$ cat src/rtl/sram_req_scheduler_if.sv
// Request, read-return and SRAM command signals of the SRAM request scheduler.
// master: the scheduler itself (it masters the SRAM command port).
// slave:  the surroundings (requesters, read-data buffers, SRAM controller).
interface sram_req_scheduler_if;
  logic        w0_req_valid;
  logic        w0_req_ready;
  logic [53:0] w0_req;
  logic        w1_req_valid;
  logic        w1_req_ready;
  logic [53:0] w1_req;
  logic        r0_req_valid;
  logic        r0_req_ready;
  logic [17:0] r0_req_addr;
  logic        r1_req_valid;
  logic        r1_req_ready;
  logic [17:0] r1_req_addr;
  logic        r0_credit_return;
  logic        r1_credit_return;
  logic        r0_rdata_valid;
  logic        r1_rdata_valid;
  logic [31:0] rdata;
  logic        sram_addr_valid;
  logic        sram_ready;
  logic [17:0] sram_addr;
  logic [31:0] sram_data_in;
  logic [3:0]  sram_write_mask;
  logic [31:0] sram_data_out;
  logic        sram_data_out_valid;
  logic        stray_data;

  modport master (
    input  w0_req_valid, w0_req, w1_req_valid, w1_req,
    input  r0_req_valid, r0_req_addr, r1_req_valid, r1_req_addr,
    input  r0_credit_return, r1_credit_return,
    input  sram_ready, sram_data_out, sram_data_out_valid,
    output w0_req_ready, w1_req_ready, r0_req_ready, r1_req_ready,
    output r0_rdata_valid, r1_rdata_valid, rdata,
    output sram_addr_valid, sram_addr, sram_data_in, sram_write_mask,
    output stray_data
  );

  modport slave (
    output w0_req_valid, w0_req, w1_req_valid, w1_req,
    output r0_req_valid, r0_req_addr, r1_req_valid, r1_req_addr,
    output r0_credit_return, r1_credit_return,
    output sram_ready, sram_data_out, sram_data_out_valid,
    input  w0_req_ready, w1_req_ready, r0_req_ready, r1_req_ready,
    input  r0_rdata_valid, r1_rdata_valid, rdata,
    input  sram_addr_valid, sram_addr, sram_data_in, sram_write_mask,
    input  stray_data
  );
endinterface

$ cat src/rtl/sram_req_scheduler.sv
// Round-robin scheduler sharing one SRAM command port between two writers and
// two readers. Readers are throttled by downstream credits and by the number
// of reads in flight; a tag FIFO steers each returned word to its reader.
module sram_req_scheduler #(
  parameter int CREDITS   = 8,
  parameter int TAG_DEPTH = 8
) (
  input logic                  sram_clock,
  input logic                  reset_n,
  sram_req_scheduler_if.master bus
);
  localparam int CW = $clog2(CREDITS + 1);
  localparam int PW = $clog2(TAG_DEPTH);
  localparam int NW = $clog2(TAG_DEPTH + 1);

  typedef enum logic [1:0] {
    PORT_W0 = 2'd0,
    PORT_W1 = 2'd1,
    PORT_R0 = 2'd2,
    PORT_R1 = 2'd3
  } port_e;

  // Command register and scheduler state
  logic          cmd_valid;
  logic [17:0]   cmd_addr;
  logic [31:0]   cmd_data;
  logic [3:0]    cmd_mask;
  logic          cmd_tag;
  port_e         rr_ptr;
  logic [CW-1:0] credit_0;
  logic [CW-1:0] credit_1;
  logic          tag_mem [TAG_DEPTH];
  logic [PW-1:0] tag_wr_ptr;
  logic [PW-1:0] tag_rd_ptr;
  logic [NW-1:0] tag_count;
  logic          stray;

  logic          can_load;
  logic          cmd_is_read;
  logic [NW-1:0] inflight;
  logic          tag_room;
  logic          tag_push;
  logic          tag_pop;
  logic [3:0]    eligible;
  logic [3:0]    grant_vec;
  logic          grant_any;
  port_e         grant_port;
  logic [1:0]    cand;

  // A held read command already counts against the in-flight limit.
  assign can_load    = !cmd_valid || bus.sram_ready;
  assign cmd_is_read = cmd_valid && (cmd_mask == 4'b0000);
  assign inflight    = tag_count + NW'(cmd_is_read);
  assign tag_room    = inflight < NW'(TAG_DEPTH);
  assign tag_push    = cmd_is_read && bus.sram_ready;
  assign tag_pop     = bus.sram_data_out_valid && (tag_count != '0);

  assign eligible[PORT_W0] = bus.w0_req_valid;
  assign eligible[PORT_W1] = bus.w1_req_valid;
  assign eligible[PORT_R0] = bus.r0_req_valid && (credit_0 != '0) && tag_room;
  assign eligible[PORT_R1] = bus.r1_req_valid && (credit_1 != '0) && tag_room;

  // Round-robin search from rr_ptr; scanning backwards lets the nearest win.
  // NOTE: every variable gets a default first so no path can infer a latch.
  always_comb begin
    grant_any  = 1'b0;
    grant_port = rr_ptr;
    cand       = 2'd0;
    for (int i = 3; i >= 0; i--) begin
      cand = rr_ptr + 2'(i);
      if (eligible[cand]) begin
        grant_any  = 1'b1;
        grant_port = port_e'(cand);
      end
    end
    if (!(can_load && reset_n)) grant_any = 1'b0;
  end

  assign grant_vec = grant_any ? (4'b0001 << grant_port) : 4'b0000;

  assign bus.w0_req_ready    = grant_vec[PORT_W0];
  assign bus.w1_req_ready    = grant_vec[PORT_W1];
  assign bus.r0_req_ready    = grant_vec[PORT_R0];
  assign bus.r1_req_ready    = grant_vec[PORT_R1];
  assign bus.sram_addr_valid = cmd_valid;
  assign bus.sram_addr       = cmd_addr;
  assign bus.sram_data_in    = cmd_data;
  assign bus.sram_write_mask = cmd_mask;
  assign bus.rdata           = bus.sram_data_out;
  assign bus.r0_rdata_valid  = reset_n && tag_pop && !tag_mem[tag_rd_ptr];
  assign bus.r1_rdata_valid  = reset_n && tag_pop && tag_mem[tag_rd_ptr];
  assign bus.stray_data      = stray;

  // Load the granted request into the command register and advance the pointer.
  // NOTE: sequential state uses <= so every register sees pre-edge values.
  always_ff @(posedge sram_clock) begin
    if (!reset_n) begin
      cmd_valid <= 1'b0;
      cmd_addr  <= '0;
      cmd_data  <= '0;
      cmd_mask  <= '0;
      cmd_tag   <= 1'b0;
      rr_ptr    <= PORT_W0;
    end else if (can_load) begin
      cmd_valid <= 1'b0;
      if (grant_any) begin
        rr_ptr <= port_e'(grant_port + 2'd1);
        unique case (grant_port)
          PORT_W0: begin
            cmd_valid <= (bus.w0_req[53:50] != 4'b0000);
            cmd_mask  <= bus.w0_req[53:50];
            cmd_addr  <= bus.w0_req[49:32];
            cmd_data  <= bus.w0_req[31:0];
          end
          PORT_W1: begin
            cmd_valid <= (bus.w1_req[53:50] != 4'b0000);
            cmd_mask  <= bus.w1_req[53:50];
            cmd_addr  <= bus.w1_req[49:32];
            cmd_data  <= bus.w1_req[31:0];
          end
          PORT_R0: begin
            cmd_valid <= 1'b1;
            cmd_mask  <= 4'b0000;
            cmd_addr  <= bus.r0_req_addr;
            cmd_data  <= '0;
            cmd_tag   <= 1'b0;
          end
          PORT_R1: begin
            cmd_valid <= 1'b1;
            cmd_mask  <= 4'b0000;
            cmd_addr  <= bus.r1_req_addr;
            cmd_data  <= '0;
            cmd_tag   <= 1'b1;
          end
        endcase
      end
    end
  end

  // A grant and a return in the same cycle cancel; a return at full saturates.
  function automatic logic [CW-1:0] next_credit(input logic [CW-1:0] cur,
                                                input logic take, input logic ret);
    logic give;
    give = ret && ((cur != CW'(CREDITS)) || take);
    case ({take, give})
      2'b10:   return cur - CW'(1);
      2'b01:   return cur + CW'(1);
      default: return cur;
    endcase
  endfunction

  // Per-reader credit counters.
  always_ff @(posedge sram_clock) begin
    if (!reset_n) begin
      credit_0 <= CW'(CREDITS);
      credit_1 <= CW'(CREDITS);
    end else begin
      credit_0 <= next_credit(credit_0, grant_vec[PORT_R0], bus.r0_credit_return);
      credit_1 <= next_credit(credit_1, grant_vec[PORT_R1], bus.r1_credit_return);
    end
  end

  // Tag storage written when the controller accepts a read.
  // NOTE: no reset on the tag storage; the reset pointers and count define validity.
  always_ff @(posedge sram_clock) begin
    if (tag_push) tag_mem[tag_wr_ptr] <= cmd_tag;
  end

  // Tag FIFO pointers, occupancy and the sticky stray-return flag.
  always_ff @(posedge sram_clock) begin
    if (!reset_n) begin
      tag_wr_ptr <= '0;
      tag_rd_ptr <= '0;
      tag_count  <= '0;
      stray      <= 1'b0;
    end else begin
      if (tag_push) tag_wr_ptr <= tag_wr_ptr + PW'(1);
      if (tag_pop)  tag_rd_ptr <= tag_rd_ptr + PW'(1);
      case ({tag_push, tag_pop})
        2'b10:   tag_count <= tag_count + NW'(1);
        2'b01:   tag_count <= tag_count - NW'(1);
        default: tag_count <= tag_count;
      endcase
      if (bus.sram_data_out_valid && (tag_count == '0)) stray <= 1'b1;
    end
  end
endmodule

$ cat src/flat_wrapper.sv
// flat-port wrapper written by rule: the top's interface ports become plain ports
module sram_req_scheduler_flat 
#(
  parameter int CREDITS   = 8,
  parameter int TAG_DEPTH = 8
)
  (sram_clock, reset_n, bus_w0_req_valid, bus_w0_req, bus_w1_req_valid, bus_w1_req, bus_r0_req_valid, bus_r0_req_addr, bus_r1_req_valid, bus_r1_req_addr, bus_r0_credit_return, bus_r1_credit_return, bus_sram_ready, bus_sram_data_out, bus_sram_data_out_valid, bus_w0_req_ready, bus_w1_req_ready, bus_r0_req_ready, bus_r1_req_ready, bus_r0_rdata_valid, bus_r1_rdata_valid, bus_rdata, bus_sram_addr_valid, bus_sram_addr, bus_sram_data_in, bus_sram_write_mask, bus_stray_data);
  sram_req_scheduler_if bus_i ();
  input logic sram_clock;
  input logic reset_n;
  input wire logic [$bits(bus_i.w0_req_valid)-1:0] bus_w0_req_valid;
  input wire logic [$bits(bus_i.w0_req)-1:0] bus_w0_req;
  input wire logic [$bits(bus_i.w1_req_valid)-1:0] bus_w1_req_valid;
  input wire logic [$bits(bus_i.w1_req)-1:0] bus_w1_req;
  input wire logic [$bits(bus_i.r0_req_valid)-1:0] bus_r0_req_valid;
  input wire logic [$bits(bus_i.r0_req_addr)-1:0] bus_r0_req_addr;
  input wire logic [$bits(bus_i.r1_req_valid)-1:0] bus_r1_req_valid;
  input wire logic [$bits(bus_i.r1_req_addr)-1:0] bus_r1_req_addr;
  input wire logic [$bits(bus_i.r0_credit_return)-1:0] bus_r0_credit_return;
  input wire logic [$bits(bus_i.r1_credit_return)-1:0] bus_r1_credit_return;
  input wire logic [$bits(bus_i.sram_ready)-1:0] bus_sram_ready;
  input wire logic [$bits(bus_i.sram_data_out)-1:0] bus_sram_data_out;
  input wire logic [$bits(bus_i.sram_data_out_valid)-1:0] bus_sram_data_out_valid;
  output wire logic [$bits(bus_i.w0_req_ready)-1:0] bus_w0_req_ready;
  output wire logic [$bits(bus_i.w1_req_ready)-1:0] bus_w1_req_ready;
  output wire logic [$bits(bus_i.r0_req_ready)-1:0] bus_r0_req_ready;
  output wire logic [$bits(bus_i.r1_req_ready)-1:0] bus_r1_req_ready;
  output wire logic [$bits(bus_i.r0_rdata_valid)-1:0] bus_r0_rdata_valid;
  output wire logic [$bits(bus_i.r1_rdata_valid)-1:0] bus_r1_rdata_valid;
  output wire logic [$bits(bus_i.rdata)-1:0] bus_rdata;
  output wire logic [$bits(bus_i.sram_addr_valid)-1:0] bus_sram_addr_valid;
  output wire logic [$bits(bus_i.sram_addr)-1:0] bus_sram_addr;
  output wire logic [$bits(bus_i.sram_data_in)-1:0] bus_sram_data_in;
  output wire logic [$bits(bus_i.sram_write_mask)-1:0] bus_sram_write_mask;
  output wire logic [$bits(bus_i.stray_data)-1:0] bus_stray_data;
  assign bus_i.w0_req_valid = bus_w0_req_valid;
  assign bus_i.w0_req = bus_w0_req;
  assign bus_i.w1_req_valid = bus_w1_req_valid;
  assign bus_i.w1_req = bus_w1_req;
  assign bus_i.r0_req_valid = bus_r0_req_valid;
  assign bus_i.r0_req_addr = bus_r0_req_addr;
  assign bus_i.r1_req_valid = bus_r1_req_valid;
  assign bus_i.r1_req_addr = bus_r1_req_addr;
  assign bus_i.r0_credit_return = bus_r0_credit_return;
  assign bus_i.r1_credit_return = bus_r1_credit_return;
  assign bus_i.sram_ready = bus_sram_ready;
  assign bus_i.sram_data_out = bus_sram_data_out;
  assign bus_i.sram_data_out_valid = bus_sram_data_out_valid;
  assign bus_w0_req_ready = bus_i.w0_req_ready;
  assign bus_w1_req_ready = bus_i.w1_req_ready;
  assign bus_r0_req_ready = bus_i.r0_req_ready;
  assign bus_r1_req_ready = bus_i.r1_req_ready;
  assign bus_r0_rdata_valid = bus_i.r0_rdata_valid;
  assign bus_r1_rdata_valid = bus_i.r1_rdata_valid;
  assign bus_rdata = bus_i.rdata;
  assign bus_sram_addr_valid = bus_i.sram_addr_valid;
  assign bus_sram_addr = bus_i.sram_addr;
  assign bus_sram_data_in = bus_i.sram_data_in;
  assign bus_sram_write_mask = bus_i.sram_write_mask;
  assign bus_stray_data = bus_i.stray_data;
  sram_req_scheduler #(.CREDITS(CREDITS), .TAG_DEPTH(TAG_DEPTH)) u_core (.sram_clock(sram_clock), .reset_n(reset_n), .bus(bus_i));
endmodule
$ cat config.mk
export PLATFORM = sky130hd
export DESIGN_NAME = sram_req_scheduler_flat
export DESIGN_NICKNAME = d
export VERILOG_FILES = /design/src/rtl/sram_req_scheduler_if.sv /design/src/rtl/sram_req_scheduler.sv /design/src/flat_wrapper.sv
export SDC_FILE = /design/constraint.sdc
export NUM_CORES = 1
export LEC_CHECK = 0
export BUFFER_PORTS_ARGS = -buffer_cell sky130_fd_sc_hd__buf_2
export CAP_MARGIN = 5
export CELL_PAD_IN_SITES_DETAIL_PLACEMENT = 1
export CELL_PAD_IN_SITES_GLOBAL_PLACEMENT = 1
export CORE_MARGIN = 3
export CORE_UTILIZATION = 29
export DETAILED_ROUTE_END_ITERATION = 8
export PLACE_DENSITY_LB_ADDON = 0.1
export SLEW_MARGIN = 20
export SYNTH_ARGS = -nofsm -noshare
export SYNTH_HDL_FRONTEND = slang
export SYNTH_SLANG_ARGS = --single-unit
$ cat constraint.sdc
create_clock -name sram_clock -period 3.8 [get_ports sram_clock]
set_input_delay 0.38 -clock sram_clock [delete_from_list [all_inputs] [get_ports sram_clock]]
set_output_delay 0.38 -clock sram_clock [all_outputs]
set_load 0.1 [all_outputs]
# == Word level (Yosys, flattened, before mapping) ==
# Memory sizes are Yosys's and may differ from the RTL's. A register that Yosys moved wholly into a read port is not among the register bits.
# Index checks and enable logic that the tools add are counted.
# W data, S select, Z words.
# classes
n_addsub,13
order_cmp,5
n_eq_ne,11
shift,1
mux,31
n_reduce_logical,34
# ops
op,n
$pmux W32 S3,1
$pmux W18 S4,1
$pmux W4 S2,3
$reduce_bool A4 Y1,5
$logic_and A1 B1 Y1,14
$add A4 B1 Y4 const B,3
$lt A2 B3 Y1 const B,4
$mux W1,12
$pmux W4 S3,1
$sub A4 B1 Y4 const B,3
$eq A2 B2 Y1 const B,5
$bmux W1 S2,4
$eq A2 B1 Y1 const B,4
$logic_not A4 Y1,2
$mux W2,4
$ne A4 B4 Y1 const B,2
$reduce_bool A2 Y1,4
$add A3 B1 Y3 const B,2
$mux W3,2
$add A2 B1 Y2 const B,2
$add A2 B2 Y2 const B,2
$add A4 B1 Y4,1
$lt A4 B4 Y1 const B,1
$mux W4,1
other kinds (9),12
# word_totals
regBits,77
ram_bits,8
inputBits,186
out_inout_bits,94
n_memories,1
# mem_list
memory,words,word_bits,rd,rd_ports_with_merged_regs,wr,line,source
u_core.tag_mem,8,1,1,1,1,sram_req_scheduler.sv:32,logic tag_mem [TAG_DEPTH];

# == Longest topological paths before layout ==
# Gate-level depths: netlist of the first run.
# logic_depth
depth_word,17
ltp_mapped,19
ltp_nobuf,18

# == Worst setup path after synthesis of the first run ==
# Ideal clock, no wire load.
# synth_path
path_kind,flip-flop to flip-flop
from,register u_core.cmd_valid (netlist: u_core.bus.sram_addr_valid)
to,register u_core.credit_1[3]
setup_ps,63
arrival_ps,5138
required_ps,3737
slack_ps,-1401
stages_incl_launch_ff,19
cell_sequence,dfxtp_1 -> and4bb_2 -> a21boi_2 -> o41a_1 -> a31oi_1 -> or3_1 -> ha_1 -> clkbuf_1 -> and3_1 -> inv_1 -> a31oi_1 -> ha_1 -> inv_1 -> ha_1 -> a21o_1 -> a21oi_1 -> xnor2_1 -> or3_1 -> nand3_1
# synth_between
elab_chain_len,16
word_cells_on_any_way,33
# synth_lines
item,line,source
"start, declared",sram_req_scheduler.sv:24,logic cmd_valid;
"start signal, assigned",sram_req_scheduler.sv:110,cmd_valid <= (bus.w0_req[53:50] != 4'b0000);
"start signal, assigned",sram_req_scheduler.sv:116,cmd_valid <= (bus.w1_req[53:50] != 4'b0000);
$logic_and A1 B1 Y1,sram_req_scheduler.sv:52,assign cmd_is_read = cmd_valid && (cmd_mask == 4'b0000);
$add A4 B1 Y4,sram_req_scheduler.sv:53,assign inflight = tag_count + NW'(cmd_is_read);
$lt A4 B4 Y1,sram_req_scheduler.sv:54,assign tag_room = inflight < NW'(TAG_DEPTH);
$logic_and A1 B1 Y1 (on tied branches),"sram_req_scheduler.sv:60, sram_req_scheduler.sv:61",
$bmux W1 S2,sram_req_scheduler.sv:71,if (eligible[cand]) begin
$mux W1 (not written as such),sram_req_scheduler.sv:71,
$mux W2 or $mux W1 (tied branches) (4 in a row),sram_req_scheduler.sv:71,
$shl A1 B2 Y4 or $mux W1 (tied branches),"sram_req_scheduler.sv:79, sram_req_scheduler.sv:76",
$mux W4 (*),sram_req_scheduler.sv:79,assign grant_vec = grant_any ? (4'b0001 << grant_port) : 4'b0000;
via bus_r1_req_ready,flat_wrapper.sv:27,output wire logic [$bits(bus_i.r1_req_ready)-1:0] bus_r1_req_ready;
$logic_or A1 B1 Y1,sram_req_scheduler.sv:144,give = ret && ((cur != CW'(CREDITS)) || take);
$logic_and A1 B1 Y1,sram_req_scheduler.sv:144,
$eq A2 B1 Y1 or $eq A2 B2 Y1 (tied branches),sram_req_scheduler.sv:145,"case ({take, give})"
$pmux W4 S2 or $reduce_bool A2 Y1 (tied branches),-,
"end signal, assigned",sram_req_scheduler.sv:156,credit_1 <= CW'(CREDITS);
"end signal, assigned",sram_req_scheduler.sv:159,"credit_1 <= next_credit(credit_1, grant_vec[PORT_R1], bus.r1_credit_return);"
"end, declared",sram_req_scheduler.sv:31,logic [CW-1:0] credit_1;
# Mark *: on every way through the listed nets, which the timed path passes. The rest lies on a longest branch. The select of a mux whose other input is x is not followed.
# A chain may end at the register's enable or synchronous reset.

# == Worst setup path after layout of the first run ==
# layout_path
from,register u_core.cmd_mask[1] (netlist: u_core.bus.sram_write_mask[1])
to,register u_core.credit_1[3]
# layout_between
elab_chain_len,17
word_cells_on_any_way,31
# layout_lines
item,line,source
"start, declared",sram_req_scheduler.sv:27,logic [3:0] cmd_mask;
"start signal, assigned",sram_req_scheduler.sv:111,cmd_mask <= bus.w0_req[53:50];
"start signal, assigned",sram_req_scheduler.sv:117,cmd_mask <= bus.w1_req[53:50];
$logic_not A4 Y1 (*),sram_req_scheduler.sv:52,
$logic_and A1 B1 Y1 (*),sram_req_scheduler.sv:52,
$add A4 B1 Y4 (*),sram_req_scheduler.sv:53,
$lt A4 B4 Y1 (*),sram_req_scheduler.sv:54,
$logic_and A1 B1 Y1 (on tied branches),"sram_req_scheduler.sv:60, sram_req_scheduler.sv:61",
$bmux W1 S2,sram_req_scheduler.sv:71,
$mux W1 (not written as such),sram_req_scheduler.sv:71,
$mux W2 or $mux W1 (tied branches) (4 in a row),sram_req_scheduler.sv:71,
$shl A1 B2 Y4 or $mux W1 (tied branches),"sram_req_scheduler.sv:79, sram_req_scheduler.sv:76",
$mux W4 (*),sram_req_scheduler.sv:79,
$logic_or A1 B1 Y1,sram_req_scheduler.sv:144,
$logic_and A1 B1 Y1,sram_req_scheduler.sv:144,
$eq A2 B1 Y1 or $eq A2 B2 Y1 (tied branches),sram_req_scheduler.sv:145,
$pmux W4 S2 or $reduce_bool A2 Y1 (tied branches),-,
# Every way passes the cells marked *; elsewhere a longest branch is shown, timed or not. The select of a mux whose other input is x is not followed.

==> flow_metrics.py, run 1 <==
metrics = {
    "clocking": {
        "cts_buffer_depth": 2,
        "clkLatencyLatePin_ps": 350,
        "cts.htree.levels": 3,
        "path_clk_slew_ps": 80,
        "clkSinkCount": 88,
        "cts_tree": "done",
        "cts-root-buf": "clkbuf_16",
        "postCtsHoldBufs": 0,
        "cts_made_buffers": 9,
    },
    "die": {
        "io_pins": 280,
        "die-width_um": 138,
        "core_area_um2": 16800,
        "std_cell_rows": 47,
        "die-area_um2": 18900,
        "fp.dieH_um": 138,
        "start_util": 0.300,
    },
    "cells_and_area": {
        "fin_util": 0.386,
        "finalNonFillerCells": 950,
        "antenna_cells": 0,
        "final_cell_mix": "214 x buf_2, 72 x dfxtp_1, 51 x nand2_1",
        "layout-drive-gt1-share": 0.447,
        "mostFrequentLayoutCell": "buf_2",
        "fill_cells": 2006,
        "fin_nets": 930,
        "syn_to_final_growth_pct": 28.8,
        "area.sequential_um2": 1860,
        "multi_input_area_um2": 2760,
        "finish.instance_area_um2": 6470,
    },
    "routing": {
        "dr.pass1.iters": 5,
        "antenna_left": 0,
        "drtIter0Drc": 161,
        "routed_via_density": 5.19,
        "drc": 0,
        "drt_wl_total_mm": 17.6,
        "wire_per_inst_um": 18.5,
        "vias": 4928,
    },
    "timing": {
        "setup_ws_ps": 172,
        "fmax_mhz": 276,
        "tns_ps": 0,
        "hold_viol": 0,
        "layout_min_cycle_time_ps": 3630,
        "fin_crit_sh": 0.955,
        "slew_headroom": 0.572,
        "setup_viol": 0,
        "drv_slew": 0,
        "fin_skew_ps": 11.9,
        "worst_pin_slew_ps": 643,
        "hold_slack_ps": 266,
    },
    "worst_hold_path": {
        "hold_class": "in -> reg",
        "hold_end": "u_core.bus.stray_data$_SDFFE_PN0P_",
        "hp-start": "bus_sram_data_out_valid",
        "worstHoldPathCells": 3,
    },
    "critical_path": {
        "ff2ff_path_depth": 17,
        "crit_family": "compound AO/OA/AOI/OAI gates",
        "max_stage_delay_ps": 430,
        "startpoint_type": "flop",
        "rrSetupSlack_ps": 170,
        "reg2reg_from": "u_core.bus.sram_write_mask[1]$_SDFFE_PN0P_",
        "worst-path-max-fanout": 5,
        "crit_required_ps": 4090,
        "critPathBufInv": 2,
        "crit_slowest_cell": "o41a_1",
        "reg2reg_to": "u_core.credit_1[3]$_SDFFE_PN1P_",
        "crit_chain": "and4bb_2, a21boi_4, o41a_1, a31oi_4, or3_4, ha_2, and3_4, inv_2, a31oi_1, ha_2, inv_2, ha_1, a21o_1, a21oi_2, xnor2_1, or3_1, nand3_1",
        "cp-end-kind": "flop",
        "crit_arrival_ps": 3920,
        "crit_type": "reg -> reg",
    },
    "placed_design": {
        "port_buffers": 215,
        "dp_slack_ps": 25.3,
        "dp_hpwl_mm": 13.0,
        "dpl_cell_area_um2": 6110,
        "place_congestion": 0.812,
        "dp.cells": 932,
    },
    "global_route": {
        "track_usage": 0.182,
        "antenna_found_initial": 0,
        "grt_pass1_wl_mm": 26.8,
        "overflow": 0,
        "grt_max_degree": 62,
        "grt_pass1_vias": 5214,
    },
    "synthesis": {
        "ys_types": 53,
        "synth_simple_gate_area_frac": 0.152,
        "synth_warnings": 0,
        "synth_fa_ha_area_frac": 0.0538,
        "synthMuxAreaShare": 0.0169,
        "netlist_area_um2": 5020,
        "synth-main-ff-cell": "dfxtp_1",
        "seq_area_frac_synth": 0.367,
        "synth-xor-area-share": 0.0209,
        "synth_edf_count": 8,
        "ys_async_sr_fraction": 0,
        "synth_fp_nets": 766,
        "synth-seq-cells": 88,
        "synth_compound_area_frac": 0.285,
        "synth_top_family_by_area": "compound AO/OA/AOI/OAI gates",
        "syn_avg_cell_area_um2": 8.95,
        "syn_inst": 561,
    },
    "outcome": {
        "status": "finished, final reports clean",
    },
    "power": {
        "ir_worst_vdd_v": 0.000364,
        "p_per_area_nw_per_um2": 936,
        "p_leak_nw": 2.83,
        "power_mw": 6.06,
    },
    "run": {
        "max-cap-violations": 0,
    },
}
==> flip-flops by register name, summed over array words and instances, names as in the netlist, named ones only <==
name / flops
u_core.bus.sram_addr: 18
u_core.tag_rd_ptr: 3
u_core.tag_wr_ptr: 3
u_core.cmd_tag: 1
u_core.credit_1: 4
u_core.credit_0: 4
u_core.bus.sram_addr_valid: 1
u_core.tag_mem: 8
u_core.tag_count: 4
u_core.rr_ptr: 2
u_core.bus.stray_data: 1
u_core.bus.sram_data_in: 32
u_core.bus.sram_write_mask: 4
==> worst reg2reg max path, cell delays in order (launching register included) <==
cell      delay [ps]
dfxtp_4          350
and4bb_2         360
a21boi_4         110
o41a_1           430
a31oi_4          220
or3_4            180
ha_2             170
and3_4           200
inv_2             40
a31oi_1          140
ha_2             230
inv_2             60
ha_1             260
a21o_1           180
a21oi_2          140
xnor2_1           90
or3_1            310
nand3_1           90
==> worst max-delay path by stage <==
stage,startpoint,depth (start not counted),endpoint
5_1_grt,u_core.bus.sram_write_mask[1]$_SDFFE_PN0P_,17,u_core.credit_1[3]$_SDFFE_PN1P_
2_1_floorplan,u_core.bus.sram_write_mask[1]$_SDFFE_PN0P_,18,u_core.credit_1[3]$_SDFFE_PN1P_
3_3_place_gp,u_core.credit_0[0]$_SDFFE_PN0P_,17,u_core.credit_1[3]$_SDFFE_PN1P_
6_report,u_core.bus.sram_write_mask[1]$_SDFFE_PN0P_,17,u_core.credit_1[3]$_SDFFE_PN1P_
4_1_cts,u_core.credit_0[0]$_SDFFE_PN0P_,17,u_core.credit_1[3]$_SDFFE_PN1P_
3_5_place_dp,u_core.credit_0[0]$_SDFFE_PN0P_,17,u_core.credit_1[3]$_SDFFE_PN1P_
==> routing by layer <==
layer / GRT usage / vias up / part of all wire
li1: - / 2388 / -
met1: 0.209 / 2380 / 0.41
met2: 0.324 / 139 / 0.52
met3: 0.0482 / 21 / 0.056
met4: 0.0649 / 0 / 0.015
met5: 0 / - / 0
==> power by group <==
group / switching, mW / internal, mW
clock network: 0.430 / 0.465
logic: 2.74 / 1.02
registers: 0.191 / 1.21
total: 3.36 / 2.70
==> cell usage after synthesis, types with 2 or more instances <==
cell type / number / share of area
and2_1: 3 / 0.0037
nand3_1: 3 / 0.0030
a31oi_1: 4 / 0.0050
or3_1: 5 / 0.0062
o41ai_2: 3 / 0.0097
a22oi_1: 17 / 0.025
ha_1: 16 / 0.040
buf_1: 3 / 0.0022
a31o_2: 18 / 0.031
inv_1: 13 / 0.0097
clkbuf_1: 32 / 0.024
a21oi_1: 50 / 0.050
fa_1: 3 / 0.012
a211oi_1: 17 / 0.025
buf_4: 36 / 0.054
xor2_1: 6 / 0.010
mux4_2: 2 / 0.0090
edfxtp_1: 8 / 0.048
and3_1: 5 / 0.0062
nor3_1: 25 / 0.025
mux2i_1: 4 / 0.0080
dfxtp_1: 80 / 0.32
nor2_1: 48 / 0.036
and4bb_2: 2 / 0.0050
o221a_2: 19 / 0.043
a21o_1: 3 / 0.0045
nor2b_1: 3 / 0.0037
buf_6: 6 / 0.013
o21ai_0: 7 / 0.0070
nor4_1: 2 / 0.0025
nand2_1: 51 / 0.038
a222oi_1: 18 / 0.036
xnor2_1: 6 / 0.010
nand2b_1: 6 / 0.0075
o211ai_1: 19 / 0.028
==> kinds of logic (layout without fill, tap and decap cells) <==
group | Yosys count | count (layout)
fa+ha+maj | 20 | 20
mux | 6 | 6
buf+inv | 92 | 261
xor+xnor | 12 | 12
compound gates | 183 | 183
flops | 88 | 88
simple gates | 160 | 160
==> cell type report <==
| cell class | instances | share of cell area |
|---|---|---|
| Clock buffer | 9 | 0.0348 |
| Clock inverter | 7 | 0.0106 |
| Inverter | 14 | 0.00812 |
| Multi-Input combinational cell | 381 | 0.427 |
| Sequential cell | 88 | 0.288 |
| Tap cell | 220 | 0.0425 |
| Timing Repair Buffer | 231 | 0.189 |
==> timing repair <==
action | 4_1_cts | 5_1_grt
setup endpoints to repair | 0 | 2
setup buffers | 0 | 2
gates resized for setup | 0 | 9
No activity file was read; power rests on OpenSTA's default activity.
==> inputs of run 2 (changes only) <==
--- a/config.mk
+++ b/config.mk
@@ -11,8 +11,9 @@
 export CELL_PAD_IN_SITES_GLOBAL_PLACEMENT = 1
 export CORE_MARGIN = 3
 export CORE_UTILIZATION = 29
+export CTS_CLUSTER_DIAMETER = 80
 export DETAILED_ROUTE_END_ITERATION = 8
-export PLACE_DENSITY_LB_ADDON = 0.1
+export PLACE_DENSITY = 0.82
 export SLEW_MARGIN = 20
 export SYNTH_ARGS = -nofsm -noshare
 export SYNTH_HDL_FRONTEND = slang
==> run 2 against run 1 <==
Net effect:
- clock skew shrank 5.7 ps
- combinational power is essentially flat
- wire length shrank 2.0%
- via count grew 0.43%
- non-clock buffer count shrank 1
- sequential cell count is the same
- cell area shrank 0.43%
- total power shrank 1.0%
- sequential share of layout area grew 0.12 points
- clock-buffer cell count is the same
==> flow_metrics.py, run 2 (same netlist as run 1, synthesis figures left out) <==
metrics = {
    "cells_and_area": {
        "fin_util": 0.384,
        "antenna_cells": 0,
        "final_cell_mix": "214 x buf_2, 72 x dfxtp_1, 51 x nand2_1",
        "mostFrequentLayoutCell": "buf_2",
        "finish.instance_area_um2": 6440,
        "finalNonFillerCells": 949,
        "fill_cells": 2043,
        "layout-drive-gt1-share": 0.446,
        "largest_reg_flops": 32,
        "fin_nets": 929,
        "syn_to_final_growth_pct": 28.2,
    },
    "critical_path": {
        "crit_chain": "and4bb_2, and3b_4, o41a_1, a31oi_4, nor3_2, ha_2, and3_1, and2_4, inv_2, a31oi_1, ha_2, inv_2, ha_1, a21o_1, a21oi_2, xnor2_1, or3_1, nand3_1",
        "startpoint_type": "flop",
        "ff2ff_path_depth": 18,
        "crit_type": "reg -> reg",
        "rrSetupSlack_ps": 170,
        "cp-end-kind": "flop",
        "worst-path-max-fanout": 5,
        "reg2reg_from": "u_core.bus.sram_write_mask[1]$_SDFFE_PN0P_",
        "crit_slowest_cell": "and4bb_2",
        "crit_required_ps": 4090,
        "crit_arrival_ps": 3920,
        "max_stage_delay_ps": 360,
        "reg2reg_to": "u_core.credit_0[3]$_SDFFE_PN1P_",
    },
    "timing": {
        "setup_ws_ps": 169,
        "drv_slew": 0,
        "fmax_mhz": 275,
        "setup_viol": 0,
        "worst_pin_slew_ps": 586,
        "hold_viol": 0,
        "slew_headroom": 0.608,
        "fin_crit_sh": 0.956,
        "fin_skew_ps": 6.17,
        "layout_min_cycle_time_ps": 3630,
        "rsz0062_at_grt": "true",
    },
    "routing": {
        "drt_wl_total_mm": 17.2,
        "drtIter0Drc": 226,
        "dr.pass1.iters": 5,
        "antenna_left": 0,
        "routed_via_density": 5.21,
        "wire_per_inst_um": 18.1,
        "drc": 0,
        "vias": 4949,
    },
    "worst_hold_path": {
        "hold_end": "u_core.bus.stray_data$_SDFFE_PN0P_",
        "hp-start": "bus_sram_data_out_valid",
        "hold_class": "in -> reg",
        "worstHoldPathCells": 3,
    },
    "run": {
        "max-cap-violations": 0,
    },
    "power": {
        "ir_worst_vdd_v": 0.000483,
        "power_frac_seq": 0.233,
        "p_per_area_nw_per_um2": 931,
        "power.switching_mw": 3.33,
        "p_leak_nw": 2.80,
        "clkPwrFrac": 0.145,
        "p_sw_frac": 0.555,
        "comb_power_share": 0.621,
        "internal_power_mw": 2.67,
    },
    "clocking": {
        "cts-root-buf": "clkbuf_16",
        "clkLatencyLatePin_ps": 340,
        "path_clk_slew_ps": 70,
        "cts_buffer_depth": 2,
        "clkSinkCount": 88,
        "cts_made_buffers": 9,
        "cts.htree.levels": 3,
        "cts_tree": "done",
    },
    "die": {
        "std_cell_rows": 47,
        "fp.dieH_um": 138,
        "core_area_um2": 16800,
        "start_util": 0.300,
        "die-width_um": 138,
        "io_pins": 280,
        "die-area_um2": 18900,
    },
    "global_route": {
        "grt_pass1_wl_mm": 26.6,
        "grt_pass1_vias": 5176,
        "overflow": 0,
        "grt_max_degree": 55,
        "track_usage": 0.180,
        "antenna_found_initial": 1,
    },
    "placed_design": {
        "place_congestion": 0.831,
        "dpl_cell_area_um2": 6090,
        "dp_slack_ps": 46.7,
        "port_buffers": 215,
        "dp_hpwl_mm": 13.2,
        "dp.cells": 931,
    },
    "outcome": {
        "status": "finished, final reports clean",
    },
}
## run 2: changes by cell type in the layout (fill, tap and decap cells not counted)
cell,previous run,this run
and2_1,1,2
and2_2,1,0
buf_12,2,1
clkinv_4,2,0
clkinvlp_4,0,3
inv_1,9,8
inv_2,4,5
inv_8,3,2
## run 2: worst max path at each step
stage / startpoint / to / depth (start not counted) / slack (ps)
floorplan: u_core.bus.sram_write_mask[1]$_SDFFE_PN0P_ / u_core.credit_1[3]$_SDFFE_PN1P_ / 18 / -180
global placement: u_core.credit_0[0]$_SDFFE_PN0P_ / u_core.credit_1[3]$_SDFFE_PN1P_ / 17 / 270
detailed placement: u_core.credit_1[0]$_SDFFE_PN0P_ / u_core.credit_1[3]$_SDFFE_PN1P_ / 17 / 50
CTS: u_core.credit_0[0]$_SDFFE_PN0P_ / u_core.credit_1[3]$_SDFFE_PN1P_ / 17 / 40
global route: u_core.bus.sram_write_mask[3]$_SDFFE_PN0P_ / u_core.credit_0[3]$_SDFFE_PN1P_ / 18 / -20
finish: u_core.bus.sram_write_mask[1]$_SDFFE_PN0P_ / u_core.credit_0[3]$_SDFFE_PN1P_ / 18 / 170
## run 2: cell type report
| class | instances | area (um^2) | area share |
|---|---|---|---|
| Multi-Input combinational cell | 381 | 2760 | 0.428 |
| Sequential cell | 88 | 1860 | 0.289 |
| Timing Repair Buffer | 230 | 1200 | 0.187 |
| Tap cell | 220 | 275 | 0.0427 |
| Clock buffer | 9 | 225 | 0.0350 |
| Clock inverter | 7 | 62.6 | 0.00971 |
| Inverter | 14 | 52.6 | 0.00816 |
## run 2: critical path: cells and delay by family (launching register included)
family                     cells  cell delay, ps
AOI/OAI and AO/OA              5             740
xor gates and xnor gates       1             100
adders and majority gates      3             740
buffers and inverters          2             100
DFF                            1             350
and+or+nand+nor                7            1550
## run 2: metal layers
layer / global-route usage / routed length [um]
met1: 0.200 / 6830
met5: 0 / 13
met2: 0.321 / 8890
met4: 0.0721 / 346
met3: 0.0544 / 1110
## run 2: what timing repair did
item / CTS / global route
hold buffers: 0 / 0
resized for setup: 0 / 10
buffers inserted: 0 / 2
endpoints found under the setup margin: 0 / 2
## run 2: through the flow
stage          power [mW]  hold WS (ps)  TNS [ps]
2_1_floorplan        4.36           462      -244
3_5_place_dp         5.13           460         0
6_report             6.00           277         0
4_1_cts              6.04           264         0
5_1_grt              6.41           305     -22.7
3_3_place_gp         5.05           444         0
## run 2: power by group through the flow
stage / Clock, mW / Combinational [mW] / Sequential, mW
detailed placement: 0 / 3.73 / 1.41
global route: 0.947 / 4.02 / 1.44
global placement: 0 / 3.66 / 1.39
CTS: 0.909 / 3.74 / 1.39
floorplan: 0 / 1.77 / 2.59
finish: 0.871 / 3.73 / 1.40
